[src/rtl/per_tx_handshake.sv]
// Peripheral-to-CPU transmit path: a 16-bit circular FIFO drained over a
// four-phase send/ack handshake, with sticky overflow and ack-timeout flags.
module per_tx_handshake #(
  parameter int DEPTH   = 4,
  parameter int TIMEOUT = 255
) (
  input  logic                     clkPER,
  input  logic                     rstPER,
  input  logic                     inWrEn,
  input  logic [15:0]              inWrData,
  output logic                     outFull,
  output logic [$clog2(DEPTH):0]   outCount,
  output logic                     outSend,
  output logic [15:0]              outData,
  input  logic                     inAck,
  output logic                     outOvf,
  output logic                     outErr,
  input  logic                     inClrErr,
  output logic [1:0]               dbgState
);

  localparam int AW = $clog2(DEPTH);
  localparam int CW = AW + 1;
  localparam logic [7:0] TIMEOUT_C  = 8'(TIMEOUT);
  localparam logic [7:0] TIMEOUT_M1 = 8'(TIMEOUT - 1);

  typedef enum logic [1:0] {
    IDLE    = 2'd0,
    SEND    = 2'd1,
    RELEASE = 2'd2
  } state_t;

  // Handshake: outSend rises with outData stable; the CPU raises inAck to take
  // the word (popped on the edge ack is sampled), then both sides return to zero
  // before IDLE may offer the next word.
  state_t          state, stateNext;
  logic            start, pop, push, ovfSet, errSet;
  logic [CW-1:0]   countNext;
  logic [AW-1:0]   rdPtr, wrPtr;
  logic [7:0]      sendCnt;
  logic [15:0]     mem [DEPTH];

  assign dbgState = state;

  always_comb begin
    stateNext = state;
    start     = 1'b0;
    pop       = 1'b0;
    case (state)
      IDLE: begin
        if (outCount != '0 && !inAck) begin
          start     = 1'b1;
          stateNext = SEND;
        end
      end
      SEND: begin
        if (inAck) begin
          pop       = 1'b1;
          stateNext = RELEASE;
        end
      end
      RELEASE: begin
        if (!inAck) stateNext = IDLE;
      end
      default: stateNext = IDLE;
    endcase
  end

  // A pop on the same edge frees a slot, so a write to a full FIFO still lands.
  always_comb begin
    push      = inWrEn && (!outFull || pop);
    ovfSet    = inWrEn && outFull && !pop;
    errSet    = (state == SEND) && !inAck && (sendCnt == TIMEOUT_M1);
    countNext = outCount + CW'(push) - CW'(pop);
  end

  always_ff @(posedge clkPER) begin
    if (!rstPER) state <= IDLE;
    else         state <= stateNext;
  end

  always_ff @(posedge clkPER) begin
    if (!rstPER) begin
      rdPtr    <= '0;
      wrPtr    <= '0;
      outCount <= '0;
      outFull  <= 1'b0;
      outSend  <= 1'b0;
      outData  <= 16'h0000;
      outOvf   <= 1'b0;
      outErr   <= 1'b0;
      sendCnt  <= '0;
    end else begin
      if (push) wrPtr <= wrPtr + AW'(1);
      if (pop)  rdPtr <= rdPtr + AW'(1);
      outCount <= countNext;
      outFull  <= (countNext == CW'(DEPTH));
      outSend  <= (stateNext == SEND);
      if (start) outData <= mem[rdPtr];

      if (start)
        sendCnt <= '0;
      else if (state == SEND && sendCnt != TIMEOUT_C)
        sendCnt <= sendCnt + 8'd1;

      // Set events win over a simultaneous clear.
      if (ovfSet)        outOvf <= 1'b1;
      else if (inClrErr) outOvf <= 1'b0;
      if (errSet)        outErr <= 1'b1;
      else if (inClrErr) outErr <= 1'b0;
    end
  end

  always_ff @(posedge clkPER) begin
    if (push) mem[wrPtr] <= inWrData;
  end

endmodule

[config.mk]
export PLATFORM = sky130hd
export DESIGN_NAME = per_tx_handshake
export DESIGN_NICKNAME = d
export VERILOG_FILES = /design/src/rtl/per_tx_handshake.sv
export SDC_FILE = /design/constraint.sdc
export NUM_CORES = 1
export LEC_CHECK = 0
export CAP_MARGIN = 20
export CORE_ASPECT_RATIO = 2
export CORE_MARGIN = 8
export CORE_UTILIZATION = 50
export DETAILED_ROUTE_END_ITERATION = 8
export GPL_ROUTABILITY_DRIVEN = 0
export PLACE_DENSITY = 0.72
export SLEW_MARGIN = 0
export SYNTH_ARGS = -nofsm -noshare
export SYNTH_HDL_FRONTEND = slang
export SYNTH_SLANG_ARGS = --single-unit
[constraint.sdc]
create_clock -name clkPER -period 2.8 [get_ports clkPER]
set_input_delay 0.56 -clock clkPER [delete_from_list [all_inputs] [get_ports clkPER]]
set_output_delay 0.56 -clock clkPER [all_outputs]
set_load 0.005 [all_outputs]
Word level (Yosys, flattened, before mapping). Memory sizes are Yosys's and may differ from the RTL's. A register that Yosys moved wholly into a read port is not among the register bits. Cells that the tools add are included.

Multiplexer cells: 13. Reductions and logical operators: 17. Equal/unequal tests: 6. Add/sub/neg operators: 5. Bitwise operators: 1.

Operator list (number): two-way mux 1 bit (9); adder 8 x 1 -> 8 bit, second input constant (1); == test 8 bit, second input constant (1); != test 8 bit, second input constant (1); logical AND 1 bit (7); two-way mux 2 bit (3); case mux 2 bit (3 select lines) (1); adder 2 x 1 -> 2 bit, second input constant (2); == test 2 x 1 -> 1 bit, second input constant (2); zero test 1 bit (4); nonzero test 2 bit (2); adder 3 x 1 -> 3 bit (1); == test 3 bit, second input constant (1); nonzero test 3 bit (1); subtractor 3 x 1 -> 3 bit (1); == test 2 bit, second input constant (1); zero test 2 bit (1); OR reduction 2 bit (1); logical OR 1 bit (1); inverter 1 bit (1).

Memories kept: 1. Register bits after elaboration: 21. Output and inout port bits: 25. Memory bits (writable): 64. Word-level logic and storage cells: 52.

Memories: mem (depth 4, width 16, rd ports 1, clocked after Yosys merged registers in 1, wr ports 1, line 41) `logic [15:0] mem [DEPTH];`.

Logic depth before layout (Yosys ltp).
Depth after elaboration: 7. Gate-level depth with buffers: 11. Depth with buffers taken out: 11.

Worst setup path after synthesis. OpenSTA, ideal clock, no wires.

Path type: input to register. Start point: input inAck. End point: register outFull. Setup slack: 0.249 ns. Library setup time: 0.117 ns. Buffers on the path: 0. Stages on the path: 11. Required time: 2.683 ns. Arrival time: 2.434 ns. Cell sequence: nand3b_1 -> a21boi_1 -> inv_1 -> ha_1 -> inv_1 -> ha_1 -> inv_1 -> fa_1 -> xnor2_1 -> xnor2_1 -> and4b_1.

Word-level cells in the longest chain between the ends: 7.

Ends and longest elaborated chain: start: declaration (line 15) `input logic inAck,`; two-way mux 1 bit * (line 57) `if (inAck) begin`; two-way mux 1 bit * (line 49) `case (state)`; logical OR 1 bit (line 71) `push = inWrEn && (!outFull || pop);`; logical AND 1 bit (line 71); adder 3 x 1 -> 3 bit (line 74) `countNext = outCount + CW'(push) - CW'(pop);`; subtractor 3 x 1 -> 3 bit * (line 74); == test 3 bit * (line 97) `outFull <= (countNext == CW'(DEPTH));`; end signal: assignment (line 97); end: declaration (line 11) `output logic outFull,`.

Mark *: on every way between the ends. The rest lies on a longest branch, timed or not. A chain may end at the register's enable or synchronous reset.

Worst setup path in the final report. Same ends and word-level chain as after synthesis.

==> impl_metrics.py <==
metrics = {
    "synthesis": {
        "yosysTopAreaCell": "edfxtp_1",
        "ys_seq_area_share_pct": 66.9,
        "syn_area_um2": 3980,
        "synth_common_cells": "64 x edfxtp_1, 37 x dfxtp_1, 23 x nand2_1",
        "synthesis.nets": 286,
        "synth_edf_count": 64,
        "ys.warnings.count": 0,
        "synth-seq-cells": 101,
        "avgSynthCellArea_um2": 15.6,
        "yosys-top-cells-area": "edfxtp_1 48%, dfxtp_1 19%, mux4_2 9.1%",
        "ys.flop_type": "edfxtp_1",
        "synthArstFlopShare_pct": 0,
        "yosysMostFrequentCell": "edfxtp_1",
        "synth_top_area_share_pct": 48.3,
        "synth_cells": 256,
        "synth_cell_type_count": 46,
    },
    "place": {
        "hpwl_mm": 5.32,
        "placed_cell_area_um2": 4600,
        "place_ws_ps": -117,
        "io_buffer_count": 45,
    },
    "finish": {
        "fillers": 596,
        "drive_above_1_share_pct": 15.6,
        "final_net_count": 346,
        "antenna_cells": 0,
        "areaGrowthSynthToFinish_pct": 23.5,
        "stdcell_area_um2": 4920,
    },
    "global_routing": {
        "grtUsageTotal_pct": 14.8,
        "grt_first_pass_wirelength_mm": 12.5,
        "first_global_vias": 2444,
        "grt_max_degree": 32,
        "antenna_found_initial": 0,
        "grt_overflow_total": 0,
    },
    "worst_setup_path": {
        "crit_arrival_ps": 2840,
        "crit_path_end_kind": "flip-flop",
        "timing.critical_path.mode_cell": "inv_1",
        "cp_slowest_cell": "clkdlybuf4s50_1",
        "critPathMaxFanout": 2,
        "critPathMaxStageDelay_ps": 480,
        "crit_required_ps": 3090,
        "crit_type": "input pin to flip-flop",
        "cp_cell_sequence": "clkdlybuf4s50_1, nand3b_1, a21boi_1, inv_1, ha_1, inv_1, ha_1, inv_1, fa_1, xnor2_1, xnor2_1, and4b_1",
        "r2r_setup_slack_ps": 450,
        "start_kind": "input pin",
    },
    "power_and_ir_drop": {
        "p_leak_nw": 1.67,
        "power_density_nw_per_um2": 810,
        "irDropWorstVdd_uv": 535,
        "p_total_mw": 3.98,
    },
    "die": {
        "ioPinCount": 46,
        "die_w_um": 79.1,
        "start_util_pct": 50.9,
        "std_cell_rows": 46,
        "die_y_um": 142,
        "dieArea_um2": 11200,
        "coreArea_um2": 7830,
    },
    "clock_network": {
        "cts_buffers": 9,
        "cts_tree": "yes",
        "cts-resized-gates": 0,
        "cts.sink_count": 101,
        "clk_pin_slew_ps": 70,
        "cts_hold_buf": 0,
        "root_buffer": "clkbuf_16",
        "clk_latency_ps": 350,
        "htree_levels": 3,
        "clock_path_buffers": 2,
        "postCtsSetupBuffers": 0,
    },
    "route": {
        "vias_per_cell": 5.59,
        "drtIter0Drc": 290,
        "finalWirelength_mm": 7.77,
        "vias": 2329,
        "antenna_left": 0,
        "drt-pass1-iter-count": 4,
        "avgRoutedWirePerCell_um": 18.6,
        "drc": 0,
    },
    "timing": {
        "drv_slew": 0,
        "worst_slack_ps": 248,
        "timing.final.crit_share_pct": 91.1,
        "skew_ps": 9.13,
        "period_minus_slack_ps": 2550,
        "fmax_ghz": 0.392,
        "relSlewSlack_pct": 36.3,
        "rsz0062_at_grt": "false",
        "final_hold_viol_count": 0,
        "worst_pin_slew_ps": 954,
        "setup_violations": 0,
    },
    "flow_run": {
        "maxCapViolCount": 0,
    },
    "hold_path": {
        "worstHoldPathType": "flip-flop to flip-flop",
    },
    "status": {
        "status": "completed",
    },
}
[report_power, final]
part / internal, mW / total (mW) / switching, mW
clock network: 0.713 / 1.28 / 0.565
registers: 1.80 / 1.90 / 0.105
logic: 0.426 / 0.800 / 0.374
total: 2.94 / 3.98 / 1.04
[cells in the final DEF (no fill, tap or decap), drive strengths merged, types with 2 or more instances in the layout]
| master | n |
|---|---|
| buf | 15 |
| dfxtp | 37 |
| a41oi | 3 |
| a21boi | 3 |
| mux4 | 16 |
| and3 | 3 |
| nand3 | 2 |
| o2bb2ai | 16 |
| o21ai | 2 |
| ha | 8 |
| inv | 14 |
| mux2i | 3 |
| o21a | 2 |
| o211ai | 2 |
| a211oi | 6 |
| nor2b | 5 |
| clkbuf | 9 |
| nor3b | 2 |
| nand2b | 3 |
| and2 | 10 |
| nand2 | 23 |
| a21oi | 3 |
| edfxtp | 64 |
| nand3b | 2 |
| xnor2 | 4 |
| and4b | 2 |
| nor2 | 2 |
| clkdlybuf4s50 | 45 |
[registers in the layout (all words and copies together), names as in the netlist]
signal    cells
sendCnt       8
outFull       1
wrPtr         2
dbgState      2
rdPtr         2
outSend       1
outData      16
outErr        1
outCount      3
outOvf        1
mem          64
[worst paths after layout]
path,startpoint,endpoint,cells after the start
worst max register to register,dbgState[0]$_SDFF_PN0_,outFull$_SDFF_PN0_,11
worst min-delay path,outData[6]$_SDFFE_PN0P_,outData[6]$_SDFFE_PN0P_,2
worst max-delay path,inAck,outFull$_SDFF_PN0_,12
worst min register to register,outData[6]$_SDFFE_PN0P_,outData[6]$_SDFFE_PN0P_,2
[logic make-up (layout without fill, tap and decap cells)]
| logic type | Yosys count | in the layout | share of synthesized area (%) |
|---|---|---|---|
| flip-flops | 101 | 101 | 66.9 |
| AND/OR/NAND/NOR | 60 | 60 | 8.67 |
| AO/OA/AOI/OAI | 42 | 42 | 8.30 |
| buffers and inverters | 21 | 86 | 2.45 |
| multiplexers | 19 | 19 | 9.81 |
| adder cells (fa/ha/maj) | 9 | 9 | 3.02 |
| XOR/XNOR | 4 | 4 | 0.880 |
[layer usage]
metal	wire [µm]	vias to the layer above	share of wire [%]	GRT usage, %
li1	-	1106	-	-
met1	3130	1157	40	16.1
met2	4080	55	53	25.5
met3	399	11	5.1	3.67
met4	151	0	1.9	7.96
met5	0	-	0	0
[area by class of cell]
class                   count  area, µm²  area share, %
clock buffers               9        225           4.58
clock inverters             7       86.3           1.76
inverters                  10       37.5          0.764
multi-input cells         134       1220           24.8
flip-flops and latches    101       2660           54.2
well taps                  96        120           2.44
repair buffers             60        563           11.5
[worst max-delay path: cells and delay by family]
kind / cells / cell delay [ps]
and+or+nand+nor: 2 / 300
buffers and inverters: 4 / 650
adders and majority gates: 3 / 780
AOI/OAI and AO/OA: 1 / 200
xor gates and xnor gates: 2 / 350
[metrics by stage]
step	util (%)	cells	TNS, ps	hold WS (ps)
after floorplan	-	256	0	456
after global placement	58.8	401	-33.0	449
after detailed placement	58.8	401	-198	456
after CTS	62.8	417	0	467
after global routing	62.8	417	0	490
final	62.8	417	0	463
Note: power is estimated with default switching activity, not from simulation.
